--- config.mk ---
export PLATFORM = sky130hd
export DESIGN_NAME = sram_serial_ctrl_flat
export DESIGN_NICKNAME = d
export VERILOG_FILES = /design/src/rtl/sram_pkg.sv /design/src/rtl/sram_serial_ctrl_if.sv /design/src/rtl/sram_serial_loader.sv /design/src/rtl/sram_serial_ctrl.sv /design/src/flat_wrapper.sv
export SDC_FILE = /design/constraint.sdc
export NUM_CORES = 1
export LEC_CHECK = 0
export CORE_MARGIN = 2
export CORE_UTILIZATION = 50
export DETAILED_ROUTE_END_ITERATION = 8
export HOLD_SLACK_MARGIN = 0.03
export PLACE_DENSITY = 0.8
export SLEW_MARGIN = 20
export SYNTH_ARGS = -nofsm -noshare
export SYNTH_HDL_FRONTEND = slang
export SYNTH_HIERARCHICAL = 1
export SYNTH_SLANG_ARGS = --single-unit
export TNS_END_PERCENT = 10
--- constraint.sdc ---
create_clock -name clk -period 1.7 [get_ports clk]
set_input_delay 0.17 -clock clk [delete_from_list [all_inputs] [get_ports clk]]
set_output_delay 0.17 -clock clk [all_outputs]
set_load 0.05 [all_outputs]
--- src/rtl/sram_pkg.sv ---
// Shared types, error-flag bit positions and the parity helper for the serial-write SRAM.
// Parity storage is only built when SRAM_PARITY_EN is defined.
package sram_pkg;

  typedef enum logic {
    FILL = 1'b0,
    FULL = 1'b1
  } fill_state_e;

  localparam int ERR_SHIFT_OVF = 0;
  localparam int ERR_LOAD_REJ  = 1;
  localparam int ERR_WR_EMPTY  = 2;

  // Widest word the parity helper accepts; narrower words are zero-extended.
  localparam int PAR_MAX_W = 64;

  function automatic logic even_parity(input logic [PAR_MAX_W-1:0] d);
    return ^d;
  endfunction

endpackage

--- src/rtl/sram_serial_ctrl_if.sv ---
// Command/status bundle of the serial-write SRAM front-end.
// fill_state is a debug view of the loader FSM.
interface sram_serial_ctrl_if #(
  parameter int ROWS  = 16,
  parameter int COLS  = 8,
  parameter int LANES = 1
);
  localparam int AW = (ROWS > 1) ? $clog2(ROWS) : 1;

  // shift/load/w_en/r_en are single-cycle strobes sampled on the rising edge.
  // There is no back-pressure; a refused strobe is reported on proto_err.
  logic [AW-1:0]           addr;
  logic [LANES-1:0]        serial_in;
  logic                    shift;
  logic                    load;
  logic                    w_en;
  logic                    r_en;
  logic                    word_full;
  logic                    hold_valid;
  logic                    data_valid;
  logic [COLS-1:0]         data_out;
  logic [2:0]              proto_err;
  logic                    rd_par_err;
  sram_pkg::fill_state_e   fill_state;

  modport master (
    output addr, serial_in, shift, load, w_en, r_en,
    input  word_full, hold_valid, data_valid, data_out, proto_err, rd_par_err, fill_state
  );

  modport slave (
    input  addr, serial_in, shift, load, w_en, r_en,
    output word_full, hold_valid, data_valid, data_out, proto_err, rd_par_err, fill_state
  );

endinterface

--- src/rtl/sram_serial_loader.sv ---
// Serial word assembly: multi-lane shift register, fill FSM, holding register.
// Owns the shift-overflow and load-rejected flags.
module sram_serial_loader
  import sram_pkg::*;
#(
  parameter int COLS  = 8,
  parameter int LANES = 1
) (
  input  logic             clk,
  input  logic             arst_n,
  input  logic             shift,
  input  logic             load,
  input  logic             wr_commit,
  input  logic [LANES-1:0] serial_in,
  output logic             word_full,
  output logic             hold_valid,
  output logic [COLS-1:0]  hold_word,
  output logic [1:0]       proto_err,
  output fill_state_e      fill_state
);

  localparam int BEATS = COLS / LANES;
  localparam int CW    = $clog2(BEATS) + 1;

  fill_state_e     state_q, state_d;
  logic [CW-1:0]   cnt_q, cnt_d;
  logic [COLS-1:0] sr_q, sr_d;
  logic [COLS-1:0] hold_q, hold_d;
  logic            hv_q, hv_d;
  logic [1:0]      err_q, err_d;
  logic            load_ok;

  always_ff @(posedge clk or negedge arst_n) begin
    if (!arst_n) begin
      state_q <= FILL;
      cnt_q   <= '0;
      sr_q    <= '0;
      hold_q  <= '0;
      hv_q    <= 1'b0;
      err_q   <= '0;
    end else begin
      state_q <= state_d;
      cnt_q   <= cnt_d;
      sr_q    <= sr_d;
      hold_q  <= hold_d;
      hv_q    <= hv_d;
      err_q   <= err_d;
    end
  end

  always_comb begin
    state_d = state_q;
    cnt_d   = cnt_q;
    sr_d    = sr_q;
    hold_d  = hold_q;
    hv_d    = hv_q;
    err_d   = '0;
    load_ok = 1'b0;

    // Shift wins over load; a concurrent load is always refused.
    if (shift) begin
      if (load) err_d[ERR_LOAD_REJ] = 1'b1;
      if (state_q == FILL) begin
        sr_d  = COLS'({sr_q, serial_in});
        cnt_d = cnt_q + CW'(1);
        if (cnt_q == CW'(BEATS - 1)) state_d = FULL;
      end else begin
        err_d[ERR_SHIFT_OVF] = 1'b1;
      end
    end else if (load) begin
      // A commit on the same edge frees the holding register for the new word.
      if ((state_q == FULL) && (!hv_q || wr_commit)) load_ok = 1'b1;
      else                                           err_d[ERR_LOAD_REJ] = 1'b1;
    end

    if (load_ok) begin
      hold_d  = sr_q;
      hv_d    = 1'b1;
      cnt_d   = '0;
      sr_d    = '0;
      state_d = FILL;
    end else if (wr_commit) begin
      hv_d = 1'b0;
    end
  end

  assign word_full  = (state_q == FULL);
  assign hold_valid = hv_q;
  assign hold_word  = hold_q;
  assign proto_err  = err_q;
  assign fill_state = state_q;

endmodule

--- src/rtl/sram_serial_ctrl.sv ---
// Serial-write SRAM top: row storage, holding-register commit and the RD_LAT-deep read pipeline.
// Define SRAM_PARITY_EN to store an even-parity bit per row and flag mismatches on read.
module sram_serial_ctrl
  import sram_pkg::*;
#(
  parameter int ROWS   = 16,
  parameter int COLS   = 8,
  parameter int LANES  = 1,
  parameter int RD_LAT = 1
) (
  input  logic                clk,
  input  logic                arst_n,
  sram_serial_ctrl_if.slave   bus
);

  if ((COLS % LANES) != 0) begin : g_bad_lanes
    $error("COLS (%0d) must be a multiple of LANES (%0d)", COLS, LANES);
  end
  if ((RD_LAT < 1) || (RD_LAT > 4)) begin : g_bad_lat
    $error("RD_LAT (%0d) must be within 1..4", RD_LAT);
  end
  if (COLS > PAR_MAX_W) begin : g_bad_cols
    $error("COLS (%0d) exceeds %0d", COLS, PAR_MAX_W);
  end

  logic            hold_valid;
  logic [COLS-1:0] hold_word;
  logic [1:0]      ld_err;
  logic            wr_commit;
  logic            addr_ok;
  logic [COLS-1:0] rd_word;

  logic [COLS-1:0] mem_q [ROWS];
  logic [COLS-1:0] mem_d [ROWS];
  logic            rd_vld_q [RD_LAT];
  logic            rd_vld_d [RD_LAT];
  logic [COLS-1:0] rd_dat_q [RD_LAT];
  logic [COLS-1:0] rd_dat_d [RD_LAT];
  logic            wr_empty_q, wr_empty_d;

  assign wr_commit = bus.w_en & hold_valid;
  // Non-power-of-two depths leave unused address codes: writes there drop, reads return 0.
  assign addr_ok   = (32'(bus.addr) < ROWS);
  assign rd_word   = addr_ok ? mem_q[bus.addr] : '0;

  sram_serial_loader #(
    .COLS  (COLS),
    .LANES (LANES)
  ) u_loader (
    .clk        (clk),
    .arst_n     (arst_n),
    .shift      (bus.shift),
    .load       (bus.load),
    .wr_commit  (wr_commit),
    .serial_in  (bus.serial_in),
    .word_full  (bus.word_full),
    .hold_valid (hold_valid),
    .hold_word  (hold_word),
    .proto_err  (ld_err),
    .fill_state (bus.fill_state)
  );

  always_comb begin
    mem_d      = mem_q;
    rd_vld_d   = rd_vld_q;
    rd_dat_d   = rd_dat_q;
    wr_empty_d = bus.w_en & ~hold_valid;

    if (wr_commit && addr_ok) mem_d[bus.addr] = hold_word;

    // Stage data only advances with a valid read so data_out holds between reads.
    rd_vld_d[0] = bus.r_en;
    if (bus.r_en) rd_dat_d[0] = rd_word;
    for (int i = 1; i < RD_LAT; i++) begin
      rd_vld_d[i] = rd_vld_q[i-1];
      if (rd_vld_q[i-1]) rd_dat_d[i] = rd_dat_q[i-1];
    end
  end

  always_ff @(posedge clk or negedge arst_n) begin
    if (!arst_n) begin
      for (int i = 0; i < ROWS; i++) mem_q[i] <= '0;
      for (int i = 0; i < RD_LAT; i++) begin
        rd_vld_q[i] <= 1'b0;
        rd_dat_q[i] <= '0;
      end
      wr_empty_q <= 1'b0;
    end else begin
      mem_q      <= mem_d;
      rd_vld_q   <= rd_vld_d;
      rd_dat_q   <= rd_dat_d;
      wr_empty_q <= wr_empty_d;
    end
  end

`ifdef SRAM_PARITY_EN
  logic [ROWS-1:0] mem_par_q, mem_par_d;
  logic            rd_perr_now;
  logic            rd_perr_q [RD_LAT];
  logic            rd_perr_d [RD_LAT];

  always_comb begin
    mem_par_d = mem_par_q;
    if (wr_commit && addr_ok) mem_par_d[bus.addr] = even_parity(PAR_MAX_W'(hold_word));
    rd_perr_now  = addr_ok && (even_parity(PAR_MAX_W'(rd_word)) != mem_par_q[bus.addr]);
    rd_perr_d[0] = bus.r_en & rd_perr_now;
    for (int i = 1; i < RD_LAT; i++) rd_perr_d[i] = rd_vld_q[i-1] & rd_perr_q[i-1];
  end

  always_ff @(posedge clk or negedge arst_n) begin
    if (!arst_n) begin
      mem_par_q <= '0;
      for (int i = 0; i < RD_LAT; i++) rd_perr_q[i] <= 1'b0;
    end else begin
      mem_par_q <= mem_par_d;
      rd_perr_q <= rd_perr_d;
    end
  end

  assign bus.rd_par_err = rd_perr_q[RD_LAT-1];
`else
  assign bus.rd_par_err = 1'b0;
`endif

  assign bus.hold_valid = hold_valid;
  assign bus.data_valid = rd_vld_q[RD_LAT-1];
  assign bus.data_out   = rd_dat_q[RD_LAT-1];
  assign bus.proto_err  = {wr_empty_q, ld_err};

endmodule

--- src/flat_wrapper.sv ---
// flat-port wrapper written by rule: the top's interface ports become plain ports
module sram_serial_ctrl_flat import sram_pkg::*;
#(
  parameter int ROWS   = 16,
  parameter int COLS   = 8,
  parameter int LANES  = 1,
  parameter int RD_LAT = 1
)
  (clk, arst_n, bus_addr, bus_serial_in, bus_shift, bus_load, bus_w_en, bus_r_en, bus_word_full, bus_hold_valid, bus_data_valid, bus_data_out, bus_proto_err, bus_rd_par_err, bus_fill_state);
  sram_serial_ctrl_if #(.ROWS(ROWS), .COLS(COLS), .LANES(LANES)) bus_i ();
  input  logic clk;
  input  logic arst_n;
  input wire logic [$bits(bus_i.addr)-1:0] bus_addr;
  input wire logic [$bits(bus_i.serial_in)-1:0] bus_serial_in;
  input wire logic [$bits(bus_i.shift)-1:0] bus_shift;
  input wire logic [$bits(bus_i.load)-1:0] bus_load;
  input wire logic [$bits(bus_i.w_en)-1:0] bus_w_en;
  input wire logic [$bits(bus_i.r_en)-1:0] bus_r_en;
  output wire logic [$bits(bus_i.word_full)-1:0] bus_word_full;
  output wire logic [$bits(bus_i.hold_valid)-1:0] bus_hold_valid;
  output wire logic [$bits(bus_i.data_valid)-1:0] bus_data_valid;
  output wire logic [$bits(bus_i.data_out)-1:0] bus_data_out;
  output wire logic [$bits(bus_i.proto_err)-1:0] bus_proto_err;
  output wire logic [$bits(bus_i.rd_par_err)-1:0] bus_rd_par_err;
  output wire logic [$bits(bus_i.fill_state)-1:0] bus_fill_state;
  assign bus_i.addr = bus_addr;
  assign bus_i.serial_in = bus_serial_in;
  assign bus_i.shift = bus_shift;
  assign bus_i.load = bus_load;
  assign bus_i.w_en = bus_w_en;
  assign bus_i.r_en = bus_r_en;
  assign bus_word_full = bus_i.word_full;
  assign bus_hold_valid = bus_i.hold_valid;
  assign bus_data_valid = bus_i.data_valid;
  assign bus_data_out = bus_i.data_out;
  assign bus_proto_err = bus_i.proto_err;
  assign bus_rd_par_err = bus_i.rd_par_err;
  assign bus_fill_state = bus_i.fill_state;
  sram_serial_ctrl #(.ROWS(ROWS), .COLS(COLS), .LANES(LANES), .RD_LAT(RD_LAT)) u_core (.clk(clk), .arst_n(arst_n), .bus(bus_i));
endmodule
Word level (Yosys, flattened, before mapping)
Cells that the tools add are included.
{ "word_totals": {"in_bits": 11, "ff_bits": 162, "output_inout_bits": 16, "elab_cells": 68} }
{ "op_classes": {"bitwise": 4, "n_reduce_logical": 7, "mux": 27, "magnitude_cmp": 2, "addsub": 1, "eq_ne": 2} }
{ "ops": {"columns": ["operator", "n"], "rows": [
  ["128-bit bitwise mux", 1],
  ["8-bit two-way mux", 6],
  ["8-bit binary-select mux with 4-bit select", 1],
  ["8-bit demux with 4-bit select", 1],
  ["1-bit two-way mux", 15],
  ["4-bit two-way mux", 3],
  ["5-bit >= comparator (second input constant)", 1],
  ["5-bit by 1-bit less-than comparator with 1-bit output (second input constant)", 1],
  ["4-bit NOT with 5-bit output", 1],
  ["4-bit by 1-bit adder with 4-bit output (second input constant)", 1],
  ["4-bit by 3-bit == test with 1-bit output (second input constant)", 1],
  ["2-bit nonzero test", 2],
  ["1-bit AND", 2],
  ["1-bit logical AND", 2],
  ["2-bit by 1-bit != test with 1-bit output (second input constant)", 1],
  ["2-bit AND reduction", 1],
  ["1-bit logical NOT", 1],
  ["1-bit logical OR", 1],
  ["1-bit NOT", 1]
]} }

Logic depth before layout (Yosys ltp)
Gate-level depths: netlist (run 1).
{ "logic_depth": {"ltp_word": 8, "depth_mapped": 6, "mapped_depth_nobuf": 4} }

Hierarchy
Netlist (run 1), hierarchy kept.
{ "modules_own_cells": {"columns": ["mod", "instances", "area_each_um2", "seq_area_each_um2", "cells_each"], "rows": [
  ["sram_serial_ctrl", 1, 6259.8, 3453.3, 406],
  ["sram_serial_loader", 1, 1009.7, 600.6, 86]
]} }

Least setup slack after synthesis (run 1)
No wires, ideal clock.
{ "synth_path": {"path_type": "register to register", "start": "register u_core.u_loader.hv_q, in the netlist u_core/u_loader/hold_valid", "end": "register u_core/mem_q[0] (netlist name)", "arrival_time_ns": 1.858, "setup_time_ns": 0.125, "slack_ns": -0.283, "period_less_slack_ns": 1.983, "n_path_buf": 0, "t_required_ns": 1.575, "stages_incl_launch_ff": 4, "cell_sequence": "dfrtp_1 nand4_1 nor2_2 mux2_2"} }
{ "synth_via": {"elab_chain_cells": 1} }
{ "synth_rtl": {"columns": ["element", "line", "rtl"], "rows": [
  ["start, declared", "sram_serial_loader.sv:29", "logic hv_q, hv_d;"],
  ["start signal, assigned", "sram_serial_loader.sv:46", "hv_q <= hv_d;"],
  ["1-bit AND", "sram_serial_ctrl.sv:41", "assign wr_commit = bus.w_en & hold_valid;"],
  ["end signal, assigned", "sram_serial_ctrl.sv:89", "mem_q <= mem_d;"],
  ["end, declared", "sram_serial_ctrl.sv:33", "logic [COLS-1:0] mem_q [ROWS];"]
]} }
Every way passes these cells.
A chain may end at the register's enable or synchronous reset.

Final worst setup path (run 1)
{ "layout_path": {"start": "register u_core.u_loader.hv_q, in the netlist u_core/u_loader/hold_valid", "end": "register u_core.u_loader.hold_q[7], in the netlist u_core/u_loader/hold_word[7]"} }
{ "layout_via": {"elab_chain_cells": 6, "elab_cells_between_ends": 7, "classes_between": "3 x mux; 1 x bitwise; 3 x reduce/logical"} }
{ "layout_rtl": {"columns": ["element", "line", "rtl"], "rows": [
  ["1-bit AND", "sram_serial_ctrl.sv:41", null],
  ["named net u_core.wr_commit", "sram_serial_ctrl.sv:29", "logic wr_commit;"],
  ["1-bit logical OR", "sram_serial_loader.sv:72", "if ((state_q == FULL) && (!hv_q || wr_commit)) load_ok = 1'b1;"],
  ["1-bit logical AND", "sram_serial_loader.sv:72", null],
  ["1-bit two-way mux", "sram_serial_loader.sv:72", null],
  ["1-bit two-way mux", "sram_serial_loader.sv:70", "end else if (load) begin"],
  ["1-bit two-way mux", "sram_serial_loader.sv:61", "if (shift) begin"],
  ["end signal, assigned", "sram_serial_loader.sv:45", "hold_q <= hold_d;"],
  ["end, declared", "sram_serial_loader.sv:28", "logic [COLS-1:0] hold_q, hold_d;"]
]} }
The timed path passes the listed nets, and every way through them passes these cells.

==> summary.txt, run 1 <==
Syn Area/Cell - 14.8 um^2
latest clock arrival within the worst-skew pair - 0.43 ns
worst-path cell with the longest stage delay - sky130_fd_sc_hd__dfrtp_2
gr usage total - 21.3%
unrepaired setup endpoints after global routing - false
peak ir drop on the vdd network - 655 uV
std cell rows - 44
# Post-CTS Setup Buffers - 0
vias after detailed routing - 4,364
wire length per cell - 20.9 um
total power divided by cell area - 1320 nW/um^2
number of ports placed on the die boundary - 27
post-route fraction of the period consumed by the critical path - 95.4%
maximum clock path buffer count - 2
transition time at the pin with the least slew margin - 0.714 ns
die height - 125 um
overall die area - 15,500 um^2
IO Port Bufs - 25
HPWL after DPL - 10,300 um
clock skew - 0.0143 ns
Worst Setup End Kind - register
nets@finish - 563
post-CTS clock slew at the launch and capture registers of the worst setup and hold paths - 0.06 ns
first-pass GRT wire length - 25,400 um
endpoints failing hold - 0
most frequent cells in the layout - sky130_fd_sc_hd__dfrtp_1 (161), sky130_fd_sc_hd__mux2_2 (130), sky130_fd_sc_hd__buf_4 (33), sky130_fd_sc_hd__nand2_1 (28), sky130_fd_sc_hd__mux4_2 (24)
leakage - 4.16 nW
count of filler cells inserted in the layout - 1,027
Clock Sinks - 162
number of cells produced by synthesis - 492
x dimension of the die - 125 um
part of the power in combinational logic - 17.7%
Via-to-Cell Ratio - 5.83
series of cell instances along the critical path - and2_2, nand2b_1, and4b_4, mux2_2
post-layout minimum cycle time - 1.62 ns
Final setup viols - 0
maximum number of pins on one net before global-route repair - 59
synthesized net count - 504
crit-path leading delay family - simple AND/OR/NAND/NOR gates
n_diodes - 0
warnings from Yosys - 6
First-pass DRT Iterations - 4
type of origin of the critical path - register
Area Growth Syn to Fin - 20.2%
Synth Cell Area - 7270 um^2
Clk Tree Root Cell - sky130_fd_sc_hd__clkbuf_16
Initial Utilization - 50.6%
area leader, netlist - sky130_fd_sc_hd__dfrtp_1
CTS H-tree lvls - 4
delay of the slowest critical-path stage - 0.48 ns
fraction of final layout cells with drive strength greater than 1 - 47.7%
sequential cell area fraction in the yosys report - 55.8%
Worst Hold Slack - 0.293 ns
core box area - 14,400 um^2
number of distinct library cells after synthesis - 38
drc violations - 0
area share of the largest cell type after synthesis - 55.8%
most common cell after layout, fill and taps aside - sky130_fd_sc_hd__dfrtp_1
vias in the first global route - 4,686
clock tree from TritonCTS - done
arrival time worst endpoint - 1.93 ns
Max transition margin - 52.4%
GPL Wtd Cong - 0.882
Worst Reg-to-Reg Cells - 4
number of antenna violations at the first check in global routing - 0
run status - completed
flops & latches, synth - 162
Synth async-reset ratio - 100%
relative contribution of the clock network to total power - 34.7%
Max Slew Vio Count - 0
combined buffer and inverter count along the critical path - 0
power spent charging and discharging nets - 3.31 mW
clock buffers created by TritonCTS - 17
max-capacitance violation count - 0
proportion of power drawn by flip-flops and latches - 47.6%
required time reported for the critical path endpoint - 2.01 ns
Overflow after GRT - 0
critical setup path kind - register to register
antenna-violating nets left - 0
maximum fanout along the worst path - 10
total wire length - 15,600 um
Main synth FF type - sky130_fd_sc_hd__dfrtp_1
fmax - 617 MHz
instance count on the critical path - 4
1st-iter DRT viols - 335
switching part of the total power - 28.8%
most area-consuming cells after synthesis - sky130_fd_sc_hd__dfrtp_1 (56%), sky130_fd_sc_hd__mux2_2 (20%), sky130_fd_sc_hd__mux4_2 (7.4%), sky130_fd_sc_hd__mux2i_1 (2.2%), sky130_fd_sc_hd__nand2_1 (1.4%)
Power, Total - 11.5 mW
cell-internal power - 8.18 mW
Post-synth EDFFs - 0
worst min path class - primary input to asynchronous set/reset pin
-- worst register-to-register path, cell delays in order, from the launching register on --
cell and delay [ns]:
sky130_fd_sc_hd__dfrtp_2 0.48, sky130_fd_sc_hd__and2_2 0.17, sky130_fd_sc_hd__nand2b_1 0.11, sky130_fd_sc_hd__and4b_4 0.38, sky130_fd_sc_hd__mux2_2 0.36
-- Yosys cell counts (2+ instances only) --
library cell	instances
sky130_fd_sc_hd__nor2_1	13
sky130_fd_sc_hd__mux2i_1	16
sky130_fd_sc_hd__a22oi_1	8
sky130_fd_sc_hd__buf_1	3
sky130_fd_sc_hd__and2_1	3
sky130_fd_sc_hd__a31oi_1	8
sky130_fd_sc_hd__buf_6	4
sky130_fd_sc_hd__or3_1	3
sky130_fd_sc_hd__nor2_2	9
sky130_fd_sc_hd__mux2_2	130
sky130_fd_sc_hd__nand2b_1	5
sky130_fd_sc_hd__buf_2	7
sky130_fd_sc_hd__dfrtp_1	162
sky130_fd_sc_hd__o21ai_0	2
sky130_fd_sc_hd__o221a_2	8
sky130_fd_sc_hd__a21oi_1	10
sky130_fd_sc_hd__mux4_2	24
sky130_fd_sc_hd__inv_1	2
sky130_fd_sc_hd__buf_4	9
sky130_fd_sc_hd__mux2_4	6
sky130_fd_sc_hd__nand4b_4	2
sky130_fd_sc_hd__nand2_1	28
sky130_fd_sc_hd__nand3b_1	4
sky130_fd_sc_hd__nor2b_1	3
sky130_fd_sc_hd__clkbuf_1	10
-- power groups by stage --
stage	Combinational [mW]	Sequential, mW	Clock (mW)
finish	2.03	5.47	3.99
floorplan	1.45	5.24	0
global route	2.18	5.57	4.22
detailed placement	2.07	5.50	0
CTS	2.05	5.46	4.05
global placement	1.99	5.42	0
-- through the flow --
| stage | utilization (%) | TNS, ns | instance area [um^2] | cells | setup slack (ns) |
|---|---|---|---|---|---|
| 2_1_floorplan | - | -1.14 | 7270 | 492 | -0.0349 |
| 3_3_place_gp | 56.5 | -22.99 | 8120 | 715 | -0.232 |
| 3_5_place_dp | 56.5 | -26.82 | 8120 | 715 | -0.267 |
| 4_1_cts | 60.8 | 0 | 8730 | 748 | 0.0857 |
| 5_1_grt | 60.8 | 0 | 8730 | 748 | 0.0367 |
| 6_report | 60.8 | 0 | 8730 | 748 | 0.0783 |
-- cell type report --
class,instances,area [um^2],area share [%]
Tap cell,184,230,2.64
Sequential cell,162,4060,46.4
Multi-Input combinational cell,295,3010,34.5
Timing Repair Buffer,73,811,9.28
Inverter,2,7.51,0.0859
Clock buffer,21,460,5.27
Clock inverter,11,159,1.82
-- sequential cells by signal (all words and copies together) (netlist names) --
name and count:
u_core/wr_empty_q 1, u_core/u_loader/hold_word 8, u_core/u_loader/fill_state 1, u_core/u_loader/proto_err 2, u_core/bus.data_valid 1, u_core/bus.data_out 8, u_core/u_loader/hold_valid 1, u_core/u_loader/cnt_q 4
u_core/u_loader/sr_q 8, u_core/mem_q 128
-- kinds of logic after synthesis --
logic type,count (synthesis),synth area share (%)
multiplexers,176,31.0
flip-flops,162,55.8
adder cells (fa/ha/maj),1,0.172
AND/OR/NAND/NOR,78,6.25
XOR/XNOR,2,0.241
other,1,0.0516
buffers and inverters,35,2.81
AO/OA/AOI/OAI,37,3.70
-- timing repair --
item                                   in CTS  in global routing
setup endpoints to repair                  11                  0
gates resized for setup                    11                  0
hold buffers                                1                  0
endpoints found under the hold margin      53                  0
-- worst paths after layout --
| kind | endpoint | slack, ns | from |
|---|---|---|---|
| min | u_core/mem_q[51] | 0.29 | arst_n |
| min reg2reg | u_core/mem_q[11] | 0.50 | u_core/mem_q[11] |
| max in group asynchronous | u_core/mem_q[121] | 0.80 | arst_n |
| min in group clk | u_core/u_loader/sr_q[0] | 0.30 | bus_serial_in |
| max | u_core/u_loader/hold_word[7] | 0.08 | u_core/u_loader/hold_valid |
| max reg2reg | u_core/u_loader/hold_word[7] | 0.08 | u_core/u_loader/hold_valid |
-- metal layers --
metal	track usage, %	vias up	wire length (um)	share of wire (%)
met1	26.7	2331	6590	42
met5	0	-	0	0
met2	36.1	95	8130	52
met3	5.41	19	648	4.1
met4	7.53	0	276	1.8
li1	-	1919	-	-
(Power assumes the default switching activity.)
==> run 2: changes to the inputs <==
--- a/config.mk
+++ b/config.mk
@@ -5,11 +5,13 @@
 export SDC_FILE = /design/constraint.sdc
 export NUM_CORES = 1
 export LEC_CHECK = 0
+export CELL_PAD_IN_SITES_DETAIL_PLACEMENT = 0
+export CELL_PAD_IN_SITES_GLOBAL_PLACEMENT = 1
 export CORE_MARGIN = 2
-export CORE_UTILIZATION = 50
+export CORE_UTILIZATION = 46
 export DETAILED_ROUTE_END_ITERATION = 8
 export HOLD_SLACK_MARGIN = 0.03
-export PLACE_DENSITY = 0.8
+export PLACE_DENSITY = 0.82
 export SLEW_MARGIN = 20
 export SYNTH_ARGS = -nofsm -noshare
 export SYNTH_HDL_FRONTEND = slang
==> run 2 against run 1 <==
  * Global-route usage shrank 0.88 points
  * Clock power grew 4%
  * First-iteration DRC count grew 2.4%
  * Cell count grew 3.7%
  * Critical path type unchanged
  * Setup slack lost 0.026 ns
  * Critical path depth is the same
  * Core utilization shrank 3.5 points
  * Register-to-register slack lost 0.03 ns
  * Count of clock-buffer cells in the layout shrank 2
  * Largest cell class unchanged
  * Hold slack lost 0.13 ns
==> summary.txt, run 2 (synthesis results as in run 1) <==
run status - completed
Clock Sinks - 162 (unchanged)
vias in the first global route - 4,603 (-1.8%)
total wire length - 15,600 um (about the same)
number of ports placed on the die boundary - 27 (unchanged)
max-capacitance violation count - 0 (unchanged)
clock skew - 0.0108 ns (-0.00350 ns)
wire length per cell - 20.2 um (-3.6%)
antenna-violating nets left - 0 (unchanged)
vias after detailed routing - 4,280 (-1.9%)
peak ir drop on the vdd network - 708 uV (+8.0%)
count of filler cells inserted in the layout - 1,217 (+19%)
unrepaired setup endpoints after global routing - false
Clk Tree Root Cell - sky130_fd_sc_hd__clkbuf_16
proportion of power drawn by flip-flops and latches - 46.9% (-0.7 points)
Worst Hold Slack - 0.165 ns (-0.128 ns)
First-pass DRT Iterations - 4 (unchanged)
clock tree from TritonCTS - done
required time reported for the critical path endpoint - 2.01 ns (about the same)
n_diodes - 0 (unchanged)
Crit Reg-Reg Startpoint - u_core/u_loader/hold_valid
part of the power in combinational logic - 17.4% (-0.3 points)
GPL Wtd Cong - 0.817 (-7.4%)
overall die area - 16,800 um^2 (+8.4%)
final setup TNS - 0 ns (unchanged)
maximum number of pins on one net before global-route repair - 58 (-1.7%)
Max transition margin - 52.2% (-0.23 points)
HPWL after DPL - 10,700 um (+3.9%)
clock buffers created by TritonCTS - 17 (unchanged)
Final setup viols - 0 (unchanged)
first-pass GRT wire length - 25,300 um (-0.30%)
gr usage total - 20.4% (-0.88 points)
area of the multi-input gates - 3020 um^2 (+0.37%)
fmax - 607 MHz (-1.6%)
arrival time worst endpoint - 1.96 ns (+0.03 ns)
x dimension of the die - 130 um (+4.1%)
Overflow after GRT - 0 (unchanged)
Worst Setup End Kind - register
core box area - 15,300 um^2 (+6.6%)
fraction of final layout cells with drive strength greater than 1 - 47.6% (-0.084 points)
type of origin of the critical path - register
flip-flop count of the largest register, all copies and words added - 128 (unchanged)
die height - 130 um (+4.1%)
power spent charging and discharging nets - 3.36 mW (+1.7%)
register containing the most flip-flops in the final layout - u_core/mem_q
IO Port Bufs - 25 (unchanged)
nets@finish - 564 (+0.18%)
Area Growth Syn to Fin - 20.7%
critical path launch point - u_core/u_loader/hold_valid
number of antenna violations at the first check in global routing - 0 (unchanged)
maximum fanout along the worst path - 8 (-2)
total power divided by cell area - 1320 nW/um^2 (+0.67%)
most frequent cells in the layout - sky130_fd_sc_hd__dfrtp_1 (161), sky130_fd_sc_hd__mux2_2 (130), sky130_fd_sc_hd__buf_4 (34), sky130_fd_sc_hd__nand2_1 (28), sky130_fd_sc_hd__mux4_2 (24)
post-route fraction of the period consumed by the critical path - 96.9% (+1.5 points)
Initial Utilization - 47.5% (-3.1 points)
storage element area - 4060 um^2 (unchanged)
post-layout minimum cycle time - 1.65 ns (+0.0256 ns)
maximum clock path buffer count - 2 (unchanged)
std cell rows - 45 (+2.3%)
endpoints failing hold - 0 (unchanged)
leakage - 4.16 nW (about the same)
most common cell after layout, fill and taps aside - sky130_fd_sc_hd__dfrtp_1
latest clock arrival within the worst-skew pair - 0.44 ns (about the same)
Via-to-Cell Ratio - 5.52 (-5.5%)
relative contribution of the clock network to total power - 35.7% (+1.0 points)
drc violations - 0 (unchanged)
post-CTS clock slew at the launch and capture registers of the worst setup and hold paths - 0.06 ns (about the same)
cell-internal power - 8.26 mW (+0.92%)
register-to-register setup slack - 0.05 ns (-0.03 ns)
switching part of the total power - 29.0% (+0.17 points)
worst min path class - primary input to asynchronous set/reset pin
critical setup path kind - register to register
CTS H-tree lvls - 4 (unchanged)
1st-iter DRT viols - 343 (+2.4%)
Max Slew Vio Count - 0 (unchanged)
transition time at the pin with the least slew margin - 0.717 ns (+0.00348 ns)
==> run 2: cell types whose count changed in the layout (fill, tap and decap cells not counted) <==
cell / change
sky130_fd_sc_hd__inv_6: +2
sky130_fd_sc_hd__bufinv_16: +1
sky130_fd_sc_hd__buf_4: +1
sky130_fd_sc_hd__buf_12: -2
sky130_fd_sc_hd__clkinvlp_4: +1
sky130_fd_sc_hd__clkinv_4: +1
sky130_fd_sc_hd__dlygate4sd2_1: +1
sky130_fd_sc_hd__clkbuf_8: -2
sky130_fd_sc_hd__clkinv_2: -3
sky130_fd_sc_hd__and4b_2: +1
==> run 2: worst paths after layout <==
kind / end / cells after the start
hold reg to reg: u_core/mem_q[59] / 1
hold / removal: u_core/mem_q[52] / 2
max in group asynchronous: u_core/u_loader/sr_q[0] / 3
setup reg to reg: u_core/u_loader/hold_word[7] / 4
min in group clk: u_core/u_loader/sr_q[0] / 3
setup / recovery: u_core/u_loader/hold_word[7] / 4
==> run 2: timing repair <==
action                                  in CTS  in global routing
setup buffers                                0                  0
hold endpoints to repair                   162                  0
endpoints found under the setup margin      12                  2
hold buffers                                 1                  0
cloned                                       0                  1
gates resized for setup                     12                  0
==> run 2: layout make-up <==
cell class | count | area share [%]
repair buffers | 73 | 8.97
multi-input cells | 296 | 34.4
flip-flops and latches | 162 | 46.2
inverters | 2 | 0.0855
clock inverters | 13 | 2.37
clock buffers | 19 | 4.93
well taps | 211 | 3.01
==> run 2: power by group through the flow <==
| stage | registers (mW) | clock network [mW] | logic (mW) |
|---|---|---|---|
| finish | 5.46 | 4.15 | 2.02 |
| detailed placement | 5.53 | 0 | 2.06 |
| floorplan | 5.24 | 0 | 1.45 |
| CTS | 5.46 | 4.22 | 2.04 |
| global route | 5.59 | 4.41 | 2.19 |
| global placement | 5.45 | 0 | 1.98 |
==> run 2: critical path: stages (launching register included) <==
cell and delay [ns]:
sky130_fd_sc_hd__dfrtp_2 0.48, sky130_fd_sc_hd__and2_2 0.17, sky130_fd_sc_hd__nand2b_1 0.18, sky130_fd_sc_hd__and4b_4 0.34
sky130_fd_sc_hd__mux2_2 0.35
==> run 2: layer usage <==
layer  GRT usage (%)  wire (um)  share of wire, %
met5               0          0                 0
met1            25.8       6840                44
met4            9.04        431               2.8
met2            34.5       7810                50
met3            3.94        554               3.5
==> run 2: through the flow <==
stage	area, um^2	std cells	utilization, %	power [mW]	setup WS, ns
final	8780	776	57.3	11.6	0.0527
after global routing	8780	776	57.3	12.2	0.000534
after CTS	8770	775	57.2	11.7	0.0143
after detailed placement	8130	742	53.1	7.58	-0.266
after global placement	8130	742	53.1	7.43	-0.231
after floorplan	7270	492	-	6.69	-0.0349
